### config.mk
export PLATFORM = sky130hd
export DESIGN_NAME = ldo_rail_sequencer
export DESIGN_NICKNAME = d
export VERILOG_FILES = /design/src/rtl/ldo_rail_sequencer.sv
export SDC_FILE = /design/constraint.sdc
export NUM_CORES = 1
export LEC_CHECK = 0
export ABC_AREA = 1
export BUFFER_PORTS_ARGS = -buffer_cell sky130_fd_sc_hd__buf_4
export CORE_MARGIN = 2
export CORE_UTILIZATION = 53
export DETAILED_ROUTE_END_ITERATION = 8
export GPL_TIMING_DRIVEN = 0
export PLACE_DENSITY = 0.79
export SLEW_MARGIN = 30
export SYNTH_ARGS = -nofsm -noshare
export SYNTH_HDL_FRONTEND = slang
export SYNTH_SLANG_ARGS = --single-unit
export TNS_END_PERCENT = 50
### constraint.sdc
create_clock -name clk -period 1.9 [get_ports clk]
set_clock_uncertainty 0.2 [all_clocks]
set_input_delay 0.095 -clock clk [delete_from_list [all_inputs] [get_ports clk]]
set_output_delay 0.095 -clock clk [all_outputs]
set_load 0.05 [all_outputs]
### src/rtl/ldo_rail_sequencer.sv
// Power-up/down sequencer for the IO, Analog and Logic LDO rails with power-good supervision.
// Define LDO_SEQ_RETRY_EN to allow one automatic retry after a power-up fault.
module ldo_rail_sequencer #(
  parameter int unsigned CNT_W      = 8,
  parameter int unsigned STEP_DLY   = 20,
  parameter int unsigned PG_TIMEOUT = 50,
  parameter int unsigned OFF_DLY    = 10
) (
  input  logic       clk,
  input  logic       reset,
  input  logic       start,
  input  logic       stop,
  input  logic       clear_fault,
  input  logic       pg_io,
  input  logic       pg_ana,
  input  logic       pg_logic,
  output logic       io_en,
  output logic       ana_en,
  output logic       logic_en,
  output logic       ready,
  output logic       fault,
  output logic [1:0] fault_code
);

  typedef enum logic [3:0] {
    StOff,
    StUpIo,
    StUpAna,
    StUpLogic,
    StOn,
    StDownLogic,
    StDownAna,
    StDownIo,
    StFault
`ifdef LDO_SEQ_RETRY_EN
    , StRetry
`endif
  } state_e;

  localparam logic [1:0] CodeNone  = 2'd0;
  localparam logic [1:0] CodeIo    = 2'd1;
  localparam logic [1:0] CodeAna   = 2'd2;
  localparam logic [1:0] CodeLogic = 2'd3;

  localparam logic [CNT_W-1:0] StepLast    = CNT_W'(STEP_DLY - 1);
  localparam logic [CNT_W-1:0] TimeoutLast = CNT_W'(PG_TIMEOUT - 1);
  localparam logic [CNT_W-1:0] OffLast     = CNT_W'(OFF_DLY - 1);

  if (STEP_DLY < 1) begin : g_bad_step
    $error("STEP_DLY must be at least 1");
  end
  if (OFF_DLY < 1) begin : g_bad_off
    $error("OFF_DLY must be at least 1");
  end
  if (PG_TIMEOUT <= STEP_DLY || PG_TIMEOUT > (2 ** CNT_W) - 1) begin : g_bad_timeout
    $error("PG_TIMEOUT must exceed STEP_DLY and fit in the counter");
  end

  state_e           state_q, state_d;
  logic [CNT_W-1:0] cnt_q;
  logic [1:0]       code_d;
  logic             up_fault;
  logic [1:0]       up_code;
  logic             pg_timeout;
  logic             step_done;
  logic             off_done;

`ifdef LDO_SEQ_RETRY_EN
  logic retry_q, retry_d;
`endif

  assign pg_timeout = (cnt_q == TimeoutLast);
  assign step_done  = (cnt_q >= StepLast);
  assign off_done   = (cnt_q == OffLast);

  always_comb begin
    state_d  = state_q;
    code_d   = fault_code;
    up_fault = 1'b0;
    up_code  = CodeNone;
`ifdef LDO_SEQ_RETRY_EN
    retry_d  = retry_q;
`endif
    case (state_q)
      StOff: begin
        code_d = CodeNone;
`ifdef LDO_SEQ_RETRY_EN
        retry_d = 1'b0;
`endif
        if (start && !stop) state_d = StUpIo;
      end
      StUpIo: begin
        if (pg_timeout && !pg_io) begin
          up_fault = 1'b1;
          up_code  = CodeIo;
        end else if (stop) begin
          state_d = StDownIo;
        end else if (pg_io && step_done) begin
          state_d = StUpAna;
        end
      end
      StUpAna: begin
        // Earlier rails are checked before the rail currently ramping.
        if (!pg_io) begin
          up_fault = 1'b1;
          up_code  = CodeIo;
        end else if (pg_timeout && !pg_ana) begin
          up_fault = 1'b1;
          up_code  = CodeAna;
        end else if (stop) begin
          state_d = StDownAna;
        end else if (pg_ana && step_done) begin
          state_d = StUpLogic;
        end
      end
      StUpLogic: begin
        if (!pg_io) begin
          up_fault = 1'b1;
          up_code  = CodeIo;
        end else if (!pg_ana) begin
          up_fault = 1'b1;
          up_code  = CodeAna;
        end else if (pg_timeout && !pg_logic) begin
          up_fault = 1'b1;
          up_code  = CodeLogic;
        end else if (stop) begin
          state_d = StDownLogic;
        end else if (pg_logic && step_done) begin
          state_d = StOn;
        end
      end
      StOn: begin
        if (!pg_io || !pg_ana || !pg_logic) begin
          state_d = StFault;
          code_d  = !pg_io ? CodeIo : (!pg_ana ? CodeAna : CodeLogic);
        end else if (stop) begin
          state_d = StDownLogic;
        end
      end
      StDownLogic: if (off_done) state_d = StDownAna;
      StDownAna:   if (off_done) state_d = StDownIo;
      StDownIo:    if (off_done) state_d = StOff;
      StFault: begin
        if (clear_fault && !start) begin
          state_d = StOff;
          code_d  = CodeNone;
        end
      end
`ifdef LDO_SEQ_RETRY_EN
      StRetry: begin
        if (stop) state_d = StOff;
        else if (off_done) state_d = StUpIo;
      end
`endif
      default: state_d = StOff;
    endcase

    if (up_fault) begin
`ifdef LDO_SEQ_RETRY_EN
      if (!retry_q) begin
        state_d = StRetry;
        retry_d = 1'b1;
      end else begin
        state_d = StFault;
        code_d  = up_code;
      end
`else
      state_d = StFault;
      code_d  = up_code;
`endif
    end

`ifdef LDO_SEQ_RETRY_EN
    if (state_d == StOn) retry_d = 1'b0;
`endif
  end

  // Outputs are decoded from the next state so they change on the same edge as the state.
  always_ff @(posedge clk or posedge reset) begin
    if (reset) begin
      state_q    <= StOff;
      cnt_q      <= '0;
      io_en      <= 1'b0;
      ana_en     <= 1'b0;
      logic_en   <= 1'b0;
      ready      <= 1'b0;
      fault      <= 1'b0;
      fault_code <= CodeNone;
    end else begin
      state_q    <= state_d;
      if (state_d != state_q) cnt_q <= '0;
      else if (cnt_q != '1)   cnt_q <= cnt_q + CNT_W'(1);
      io_en      <= state_d inside {StUpIo, StUpAna, StUpLogic, StOn, StDownLogic, StDownAna};
      ana_en     <= state_d inside {StUpAna, StUpLogic, StOn, StDownLogic};
      logic_en   <= state_d inside {StUpLogic, StOn};
      ready      <= (state_d == StOn);
      fault      <= (state_d == StFault);
      fault_code <= code_d;
    end
  end

`ifdef LDO_SEQ_RETRY_EN
  always_ff @(posedge clk or posedge reset) begin
    if (reset) retry_q <= 1'b0;
    else       retry_q <= retry_d;
  end
`endif

`ifndef SYNTHESIS
  a_ana_needs_io: assert property (@(posedge clk) disable iff (reset) ana_en |-> io_en);
  a_logic_needs_ana: assert property (@(posedge clk) disable iff (reset) logic_en |-> ana_en);
  a_ready_all_on: assert property (@(posedge clk) disable iff (reset) ready |-> logic_en);
  a_fault_all_off: assert property (@(posedge clk) disable iff (reset) fault |-> !io_en);
`endif

endmodule

==> impl_metrics.xml, run 1 <==
<?xml version="1.0" encoding="UTF-8"?>
<metrics>
  <group name="sta">
    <metric name="report.final.hold_viol_count" unit="">0</metric>
    <metric name="min_hold_slack" unit="ns">0.0192</metric>
    <metric name="tightestPinTransition" unit="ns">0.752</metric>
    <metric name="fmaxAchievable" unit="MHz">468</metric>
    <metric name="finalCriticalPeriod" unit="ns">2.14</metric>
    <metric name="grt_setup_unrepaired" unit="">yes</metric>
    <metric name="postLayoutSetupSlackWorst" unit="ns">-0.238</metric>
    <metric name="max-slew-margin-rel" unit="">0.498</metric>
    <metric name="final.setup.tns" unit="ns">-2.54</metric>
    <metric name="final.period_utilization" unit="">1.13</metric>
    <metric name="finish_stage_setup_viols" unit="">14</metric>
    <metric name="timing.final.max_slew_violations" unit="">0</metric>
  </group>
  <group name="yosys">
    <metric name="per_instance_average_area_after_synthesis" unit="um2">6.87</metric>
    <metric name="syn-cell-area" unit="um2">1540</metric>
    <metric name="yosys.area_share.simple" unit="">0.479</metric>
    <metric name="netlist-cell-type-count" unit="">28</metric>
    <metric name="synth_compound_area_frac" unit="">0.0715</metric>
    <metric name="synth_cells" unit="">224</metric>
    <metric name="synth_fa_ha_area_frac" unit="">0.0163</metric>
    <metric name="largest_family_of_logic_cells_by_synthesized_area" unit="">simple AND/OR/NAND/NOR gates</metric>
    <metric name="synth.ff_latch_count" unit="">19</metric>
    <metric name="synthMuxAreaShare" unit="">0.00732</metric>
    <metric name="synth.yosys.seq_area_share" unit="">0.309</metric>
    <metric name="synth.top_cell.area_share" unit="">0.309</metric>
    <metric name="netlist.top_cell.by_area" unit="">sky130_fd_sc_hd__dfrtp_1</metric>
    <metric name="synthesis.nets" unit="">234</metric>
    <metric name="yosys-top-cells-area" unit="">sky130_fd_sc_hd__dfrtp_1 (31%), sky130_fd_sc_hd__nand2_1 (14%), sky130_fd_sc_hd__inv_1 (7.3%)</metric>
    <metric name="yosysWarningCount" unit="">0</metric>
    <metric name="synth_xor_xnor_area_share" unit="">0.0171</metric>
  </group>
  <group name="floorplanning">
    <metric name="dieWidth" unit="um">57.9</metric>
    <metric name="std_cell_rows" unit="">19</metric>
    <metric name="initial_core_util" unit="">0.558</metric>
    <metric name="design.portCount" unit="">15</metric>
    <metric name="die_ht" unit="um">57.9</metric>
    <metric name="design.core.area" unit="um2">2760</metric>
    <metric name="die_area" unit="um2">3350</metric>
  </group>
  <group name="global_route">
    <metric name="grt_antenna_before_repair" unit="">0</metric>
    <metric name="grt_first_pass_wirelength" unit="mm">6.02</metric>
    <metric name="grt_max_degree" unit="">20</metric>
    <metric name="first_global_vias" unit="">1466</metric>
    <metric name="overflow" unit="">0</metric>
    <metric name="track_usage" unit="">0.228</metric>
  </group>
  <group name="run_status">
    <metric name="failed_checks" unit="">setup timing</metric>
    <metric name="outcome" unit="">finished, violations left</metric>
  </group>
  <group name="detailed_routing">
    <metric name="post_drt_via_cell_ratio" unit="">5.23</metric>
    <metric name="first_pass_iters" unit="">4</metric>
    <metric name="detail-route-antenna-nets" unit="">0</metric>
    <metric name="vias" unit="">1474</metric>
    <metric name="initialDrtViolationCount" unit="">60</metric>
    <metric name="drc_errors" unit="">0</metric>
    <metric name="route.detailed.wl_per_inst" unit="um">12.0</metric>
    <metric name="detail_route.wirelength" unit="mm">3.39</metric>
  </group>
  <group name="setup_path">
    <metric name="setup.worst_path.start" unit="">cnt_q[1]$_DFFE_PP0P_</metric>
    <metric name="crit_required" unit="ns">1.93</metric>
    <metric name="cp-endpoint" unit="">cnt_q[3]$_DFFE_PP0P_</metric>
    <metric name="worstSetupStartpointType" unit="">flop</metric>
    <metric name="setup.worst_path.class" unit="">flop to flop</metric>
    <metric name="arrival" unit="ns">2.16</metric>
    <metric name="ff2ff_setup_slack" unit="ns">-0.24</metric>
    <metric name="setup.worst_path.end_class" unit="">flop</metric>
    <metric name="worst_r2r_startpoint" unit="">cnt_q[1]$_DFFE_PP0P_</metric>
    <metric name="critical_path.reg2reg.endpoint" unit="">cnt_q[3]$_DFFE_PP0P_</metric>
    <metric name="timing.critical_path.fanout_max" unit="">8</metric>
    <metric name="ff2ff_path_depth" unit="">14</metric>
  </group>
  <group name="clock_network">
    <metric name="clock_sinks" unit="">19</metric>
    <metric name="number_of_buffers_on_the_longest_clock_path" unit="">2</metric>
    <metric name="latest_clock_arrival_within_the_worst_skew_pair" unit="ns">0.29</metric>
    <metric name="cts_tree" unit="">built</metric>
    <metric name="clk_transition_reported_paths" unit="ns">0.11</metric>
    <metric name="clock-root-buffer" unit="">sky130_fd_sc_hd__clkbuf_4</metric>
    <metric name="cts_made_buffers" unit="">3</metric>
    <metric name="htree_num_levels" unit="">1</metric>
  </group>
  <group name="finish">
    <metric name="diodes" unit="">0</metric>
    <metric name="synthToLayoutAreaGrowth" unit="%">25.4</metric>
    <metric name="mostFrequentLayoutCells" unit="">sky130_fd_sc_hd__nand2_1 (51), sky130_fd_sc_hd__inv_1 (27), sky130_fd_sc_hd__buf_4 (21)</metric>
    <metric name="drive_above_1_share" unit="">0.406</metric>
    <metric name="final_cells" unit="">282</metric>
    <metric name="post_layout_net_count" unit="">262</metric>
    <metric name="mostFrequentLayoutCell" unit="">sky130_fd_sc_hd__nand2_1</metric>
    <metric name="postLayoutCoreUtil" unit="">0.700</metric>
  </group>
  <group name="place">
    <metric name="io_buffers" unit="">14</metric>
    <metric name="detailed_place_hpwl" unit="mm">2.56</metric>
    <metric name="routabilityCongestion" unit="">0.893</metric>
    <metric name="placed_cells" unit="">269</metric>
  </group>
  <group name="power">
    <metric name="cell_pwr_density" unit="nW/um2">1260</metric>
    <metric name="vdd_drop_max" unit="mV">1.25</metric>
    <metric name="p_leak" unit="nW">1.00</metric>
  </group>
  <group name="worst_hold_path">
    <metric name="worstHoldPathType" unit="">input port to flop</metric>
    <metric name="holdPathStages" unit="">4</metric>
  </group>
  <group name="run">
    <metric name="maxCapViolations" unit="">0</metric>
  </group>
</metrics>
## synth_stat cells (all sizes together)
library cell,count
nand2,73
inv,38
nor2,34
nand3,26
dfrtp,19
o21ai,11
nor3,6
a21oi,4
nand4,3
ha,2
xor2,2
a221oi,1
a31oi,1
buf,1
mux2,1
o22a,1
xnor2,1
## sequential cells by signal, summed over array words and instances (netlist names)
signal / flops
logic_en: 1
cnt_q: 8
ready: 1
state_q: 4
io_en: 1
fault_code: 2
fault: 1
ana_en: 1
## area by class of cell
type                    count  area [um2]
multi-input cells         166        1050
fillers                   223         827
flip-flops and latches     19         479
repair buffers             23         178
inverters                  38         148
well taps                  31        38.8
clock buffers               4        26.3
plain buffers               1        11.3
## metrics by stage
step / setup slack [ns] / power [mW] / instance area, um2
floorplan: -0.0177 / 1.72 / 1590
global placement: -0.216 / 1.99 / 1730
detailed placement: -0.251 / 2.01 / 1730
CTS: -0.181 / 2.33 / 1860
global route: -0.408 / 2.62 / 1930
finish: -0.238 / 2.43 / 1930
## critical path, cell delays in order, from the launching register on
cell                      delay [ns]
sky130_fd_sc_hd__dfrtp_1        0.42
sky130_fd_sc_hd__inv_2          0.09
sky130_fd_sc_hd__ha_4           0.16
sky130_fd_sc_hd__nand2_1        0.05
sky130_fd_sc_hd__nor2_1         0.09
sky130_fd_sc_hd__nand2_1        0.08
sky130_fd_sc_hd__nand3_2        0.10
sky130_fd_sc_hd__nand3_2        0.11
sky130_fd_sc_hd__nor2_2         0.16
sky130_fd_sc_hd__nand3_2        0.12
sky130_fd_sc_hd__nand2_4        0.10
sky130_fd_sc_hd__nand2_2        0.05
sky130_fd_sc_hd__nand2_2        0.07
sky130_fd_sc_hd__nand3_4        0.14
sky130_fd_sc_hd__nor2_2         0.15
## report_power, final
part           internal (mW)  switching [mW]
registers              0.511          0.0641
logic                  0.581            1.07
clock network         0.0816           0.124
total                   1.17            1.26
## logic make-up after synthesis
| kind of cell | count (synthesis) |
|---|---|
| simple gates | 142 |
| buf+inv | 39 |
| flops | 19 |
| compound gates | 18 |
| xor+xnor | 3 |
| fa+ha+maj | 2 |
| mux | 1 |
## worst min path at each step
| stage | startpoint | endpoint | slack, ns |
|---|---|---|---|
| 5_1_grt | pg_io | fault$_DFF_PP0_ | 0.04 |
| 2_1_floorplan | reset | ana_en$_DFF_PP0_ | -0.15 |
| 4_1_cts | pg_io | fault$_DFF_PP0_ | 0.02 |
| 3_3_place_gp | reset | cnt_q[6]$_DFFE_PP0P_ | 0.06 |
| 6_report | pg_ana | fault_code[0]$_DFFE_PP0P_ | 0.02 |
| 3_5_place_dp | reset | cnt_q[6]$_DFFE_PP0P_ | 0.07 |
## routing by layer
metal / GRT usage / vias to the layer above / wire (um)
met5: 0 / - / 0
met4: 0.0598 / 0 / 54
met3: 0.0290 / 4 / 91
met2: 0.373 / 25 / 1600
met1: 0.321 / 690 / 1640
li1: - / 755 / -
## repair_timing
item | CTS | global route
buffers inserted | 6 | 1
hold buffers | 2 | 0
pin swaps | 7 | 20
gates cloned | 0 | 0
resized for setup | 13 | 20
setup endpoints to repair | 14 | 16
hold endpoints to repair | 20 | 0
Power figures use the tool's default switching activity.
==> run 2, diff against run 1 <==
ABC_AREA = default   (was 1)
PLACE_DENSITY = 0.8   (was 0.79)
==> run 2 against run 1 <==
Effect of this change:
- the run still ends with setup timing left
- cell area decreased by 4.5%
- maximum frequency decreased by 21%
- final cell count decreased by 21%
- register-to-register slack got worse by 0.55 ns
- flip-flop and latch count unchanged
- die area decreased by 4.2%
- clock power about the same
- sequential power increased by 4.3%
- first-iteration DRC count increased by 5.0%
- worst setup slack got worse by 0.55 ns
- worst hold slack improved by 0.087 ns
- non-clock buffer count increased by 4
- critical path type unchanged
- largest power group unchanged
- highest routed layer unchanged
==> impl_metrics.xml, run 2 <==
<?xml version="1.0" encoding="UTF-8"?>
<metrics>
  <group name="finish">
    <metric name="postLayoutCoreUtil" unit="">0.687</metric>
    <metric name="diodes" unit="">0</metric>
    <metric name="layout.cell_area.non_filler" unit="um2">1840</metric>
    <metric name="final_cells" unit="">223</metric>
    <metric name="synthToLayoutAreaGrowth" unit="%">25.6</metric>
    <metric name="drive_above_1_share" unit="">0.313</metric>
    <metric name="mostFrequentLayoutCell" unit="">sky130_fd_sc_hd__dfrtp_1</metric>
    <metric name="post_layout_net_count" unit="">203</metric>
    <metric name="top_register" unit="">cnt_q</metric>
    <metric name="mostFrequentLayoutCells" unit="">sky130_fd_sc_hd__dfrtp_1 (19), sky130_fd_sc_hd__buf_4 (16), sky130_fd_sc_hd__nand2_1 (15)</metric>
    <metric name="reg.largest.list" unit="">cnt_q: 8 flops, state_q: 4 flops, fault_code: 2 flops</metric>
    <metric name="largest_reg_flops" unit="">8</metric>
  </group>
  <group name="sta">
    <metric name="finalCriticalPeriod" unit="ns">2.69</metric>
    <metric name="min_hold_slack" unit="ns">0.106</metric>
    <metric name="timing.final.max_slew_violations" unit="">0</metric>
    <metric name="max-slew-margin-rel" unit="">0.436</metric>
    <metric name="fmaxAchievable" unit="MHz">371</metric>
    <metric name="final.period_utilization" unit="">1.42</metric>
    <metric name="finish_stage_setup_viols" unit="">19</metric>
    <metric name="report.final.hold_viol_count" unit="">0</metric>
    <metric name="grt_setup_unrepaired" unit="">yes</metric>
    <metric name="tightestPinTransition" unit="ns">0.825</metric>
    <metric name="postLayoutSetupSlackWorst" unit="ns">-0.792</metric>
    <metric name="final.setup.tns" unit="ns">-13.07</metric>
  </group>
  <group name="place">
    <metric name="preCtsSetupSlack" unit="ns">-0.986</metric>
    <metric name="routabilityCongestion" unit="">0.915</metric>
    <metric name="detailed_place_hpwl" unit="mm">2.80</metric>
    <metric name="io_buffers" unit="">12</metric>
    <metric name="placed_cells" unit="">214</metric>
    <metric name="postPlaceCellArea" unit="um2">1620</metric>
  </group>
  <group name="power">
    <metric name="power_total" unit="mW">2.57</metric>
    <metric name="seqPwrFrac" unit="">0.233</metric>
    <metric name="power_switching" unit="mW">1.31</metric>
    <metric name="cell_pwr_density" unit="nW/um2">1390</metric>
    <metric name="power.share.clock" unit="">0.080</metric>
    <metric name="switching_share" unit="">0.510</metric>
    <metric name="p_leak" unit="nW">0.754</metric>
    <metric name="p_int" unit="mW">1.26</metric>
    <metric name="power_frac_comb" unit="">0.687</metric>
    <metric name="vdd_drop_max" unit="mV">1.50</metric>
  </group>
  <group name="clock_network">
    <metric name="cts_made_buffers" unit="">3</metric>
    <metric name="clock_sinks" unit="">19</metric>
    <metric name="cts_tree" unit="">built</metric>
    <metric name="htree_num_levels" unit="">1</metric>
    <metric name="clock-root-buffer" unit="">sky130_fd_sc_hd__clkbuf_4</metric>
    <metric name="clk_transition_reported_paths" unit="ns">0.11</metric>
    <metric name="latest_clock_arrival_within_the_worst_skew_pair" unit="ns">0.30</metric>
    <metric name="number_of_buffers_on_the_longest_clock_path" unit="">2</metric>
  </group>
  <group name="detailed_routing">
    <metric name="detail_route.wirelength" unit="mm">4.14</metric>
    <metric name="first_pass_iters" unit="">5</metric>
    <metric name="detail-route-antenna-nets" unit="">0</metric>
    <metric name="post_drt_via_cell_ratio" unit="">6.75</metric>
    <metric name="initialDrtViolationCount" unit="">63</metric>
    <metric name="vias" unit="">1506</metric>
    <metric name="drc_errors" unit="">0</metric>
    <metric name="route.detailed.wl_per_inst" unit="um">18.6</metric>
  </group>
  <group name="yosys">
    <metric name="largest_family_of_logic_cells_by_synthesized_area" unit="">simple AND/OR/NAND/NOR gates</metric>
    <metric name="synth.top_cell.area_share" unit="">0.324</metric>
    <metric name="per_instance_average_area_after_synthesis" unit="um2">8.59</metric>
    <metric name="yosys-top-cells-count" unit="">sky130_fd_sc_hd__dfrtp_1 (19), sky130_fd_sc_hd__nand2_1 (16), sky130_fd_sc_hd__clkbuf_1 (10), sky130_fd_sc_hd__nor3_1 (9)</metric>
    <metric name="yosysMostFrequentCell" unit="">sky130_fd_sc_hd__dfrtp_1</metric>
    <metric name="netlist-cell-type-count" unit="">58</metric>
    <metric name="synth.ff_latch_count" unit="">19</metric>
    <metric name="yosys.area_share.simple" unit="">0.279</metric>
    <metric name="syn-cell-area" unit="um2">1470</metric>
    <metric name="synth_cells" unit="">171</metric>
    <metric name="synth_compound_area_frac" unit="">0.274</metric>
    <metric name="synth_xor_xnor_area_share" unit="">0.0179</metric>
    <metric name="synthMuxAreaShare" unit="">0.0349</metric>
    <metric name="synth.yosys.seq_area_share" unit="">0.324</metric>
    <metric name="synthesis.nets" unit="">181</metric>
    <metric name="synthArstFlopShare" unit="">1.00</metric>
    <metric name="netlist.top_cell.by_area" unit="">sky130_fd_sc_hd__dfrtp_1</metric>
    <metric name="synth_fa_ha_area_frac" unit="">0.0170</metric>
    <metric name="yosys-top-cells-area" unit="">sky130_fd_sc_hd__dfrtp_1 (32%), sky130_fd_sc_hd__nand2_1 (4.1%), sky130_fd_sc_hd__nor3_1 (3.1%)</metric>
    <metric name="yosysWarningCount" unit="">0</metric>
    <metric name="synth_top_flop_cell" unit="">sky130_fd_sc_hd__dfrtp_1</metric>
    <metric name="synth_edf_count" unit="">0</metric>
  </group>
  <group name="setup_path">
    <metric name="worstSetupStartpointType" unit="">flop</metric>
    <metric name="arrival" unit="ns">2.67</metric>
    <metric name="setup.worst_path.end_class" unit="">flop</metric>
    <metric name="crit_required" unit="ns">1.88</metric>
    <metric name="timing.critical_path.fanout_max" unit="">8</metric>
    <metric name="setup.worst_path.class" unit="">flop to flop</metric>
    <metric name="ff2ff_setup_slack" unit="ns">-0.79</metric>
  </group>
  <group name="floorplanning">
    <metric name="design.core.area" unit="um2">2690</metric>
    <metric name="die_ht" unit="um">56.6</metric>
    <metric name="initial_core_util" unit="">0.547</metric>
    <metric name="std_cell_rows" unit="">19</metric>
    <metric name="dieWidth" unit="um">56.6</metric>
    <metric name="die_area" unit="um2">3210</metric>
    <metric name="design.portCount" unit="">15</metric>
  </group>
  <group name="worst_hold_path">
    <metric name="worstHoldPathType" unit="">input port to flop</metric>
  </group>
  <group name="run">
    <metric name="maxCapViolations" unit="">0</metric>
  </group>
  <group name="global_route">
    <metric name="grt_antenna_before_repair" unit="">0</metric>
    <metric name="track_usage" unit="">0.264</metric>
    <metric name="grt_max_degree" unit="">20</metric>
    <metric name="grt_first_pass_wirelength" unit="mm">6.67</metric>
    <metric name="first_global_vias" unit="">1440</metric>
    <metric name="overflow" unit="">0</metric>
  </group>
  <group name="run_status">
    <metric name="outcome" unit="">finished, violations left</metric>
    <metric name="failed_checks" unit="">setup timing</metric>
  </group>
</metrics>
[run 2: cell count changes after synthesis, moves of 5 or more]
cell | before | now
sky130_fd_sc_hd__inv_1 | 30 | 8
sky130_fd_sc_hd__clkbuf_1 | 0 | 10
sky130_fd_sc_hd__nor3_1 | 4 | 9
sky130_fd_sc_hd__nor2_1 | 22 | 8
sky130_fd_sc_hd__nand2_1 | 56 | 16
sky130_fd_sc_hd__inv_2 | 8 | 0
sky130_fd_sc_hd__a21oi_1 | 3 | 8
sky130_fd_sc_hd__nand3_1 | 22 | 6
sky130_fd_sc_hd__nor2_2 | 11 | 0
sky130_fd_sc_hd__nand2_2 | 13 | 0
[run 2: area by class of cell]
type	count	area [um2]
Clock inverter	1	5.00
Timing Repair Buffer	17	130
Sequential cell	19	475
Multi-Input combinational cell	133	1090
Buffer	11	51.3
Inverter	8	30.0
Clock buffer	3	22.5
Fill cell	197	842
Tap cell	31	38.8
[run 2: critical path: stages (launching register included)]
cell,delay [ns]
sky130_fd_sc_hd__dfrtp_1,0.44
sky130_fd_sc_hd__inv_1,0.07
sky130_fd_sc_hd__ha_1,0.15
sky130_fd_sc_hd__or4b_4,0.52
sky130_fd_sc_hd__buf_4,0.18
sky130_fd_sc_hd__o2111ai_4,0.22
sky130_fd_sc_hd__o311ai_4,0.15
sky130_fd_sc_hd__or3_4,0.37
sky130_fd_sc_hd__o211ai_4,0.18
sky130_fd_sc_hd__nor2_1,0.09
[run 2: power by group through the flow]
stage	clock (mW)	combinational, mW	sequential, mW
4_1_cts	0.211	1.67	0.590
3_5_place_dp	0	1.42	0.595
6_report	0.205	1.77	0.600
3_3_place_gp	0	1.37	0.590
2_1_floorplan	0	0.910	0.775
5_1_grt	0.226	1.88	0.608
[run 2: path summary, 6_finish.rpt]
check                           cells past startpoint                         to                 startpoint
worst max-delay path                                9       cnt_q[1]$_DFFE_PP0P_       cnt_q[1]$_DFFE_PP0P_
worst min-delay path                                5       state_q[3]$_DFF_PP0_                      start
worst max register to register                      9       cnt_q[1]$_DFFE_PP0P_       cnt_q[1]$_DFFE_PP0P_
worst min register to register                      1  fault_code[0]$_DFFE_PP0P_  fault_code[0]$_DFFE_PP0P_
max in group asynchronous                           3  fault_code[0]$_DFFE_PP0P_                      reset
min in group asynchronous                           3       cnt_q[5]$_DFFE_PP0P_                      reset
[run 2: cells by family after synthesis]
group / count (synthesis)
simple gates: 71
compound gates: 52
buf+inv: 19
flops: 19
mux: 5
xor+xnor: 3
fa+ha+maj: 2
[run 2: repair_timing]
action | CTS | global route
resized for setup | 20 | 11
endpoints found under the hold margin | 19 | 0
endpoints found under the setup margin | 19 | 19
hold buffers | 1 | 0
setup buffers | 4 | 0
pin swaps | 5 | 1
[run 2: metal layers]
| layer | share of wire | routed length, um | vias up | track usage |
|---|---|---|---|---|
| met2 | 0.48 | 2000 | 79 | 0.415 |
| li1 | - | - | 688 | - |
| met5 | 0 | 0 | - | 0 |
| met4 | 0.042 | 172 | 0 | 0.143 |
| met3 | 0.065 | 271 | 21 | 0.0276 |
| met1 | 0.41 | 1700 | 718 | 0.358 |
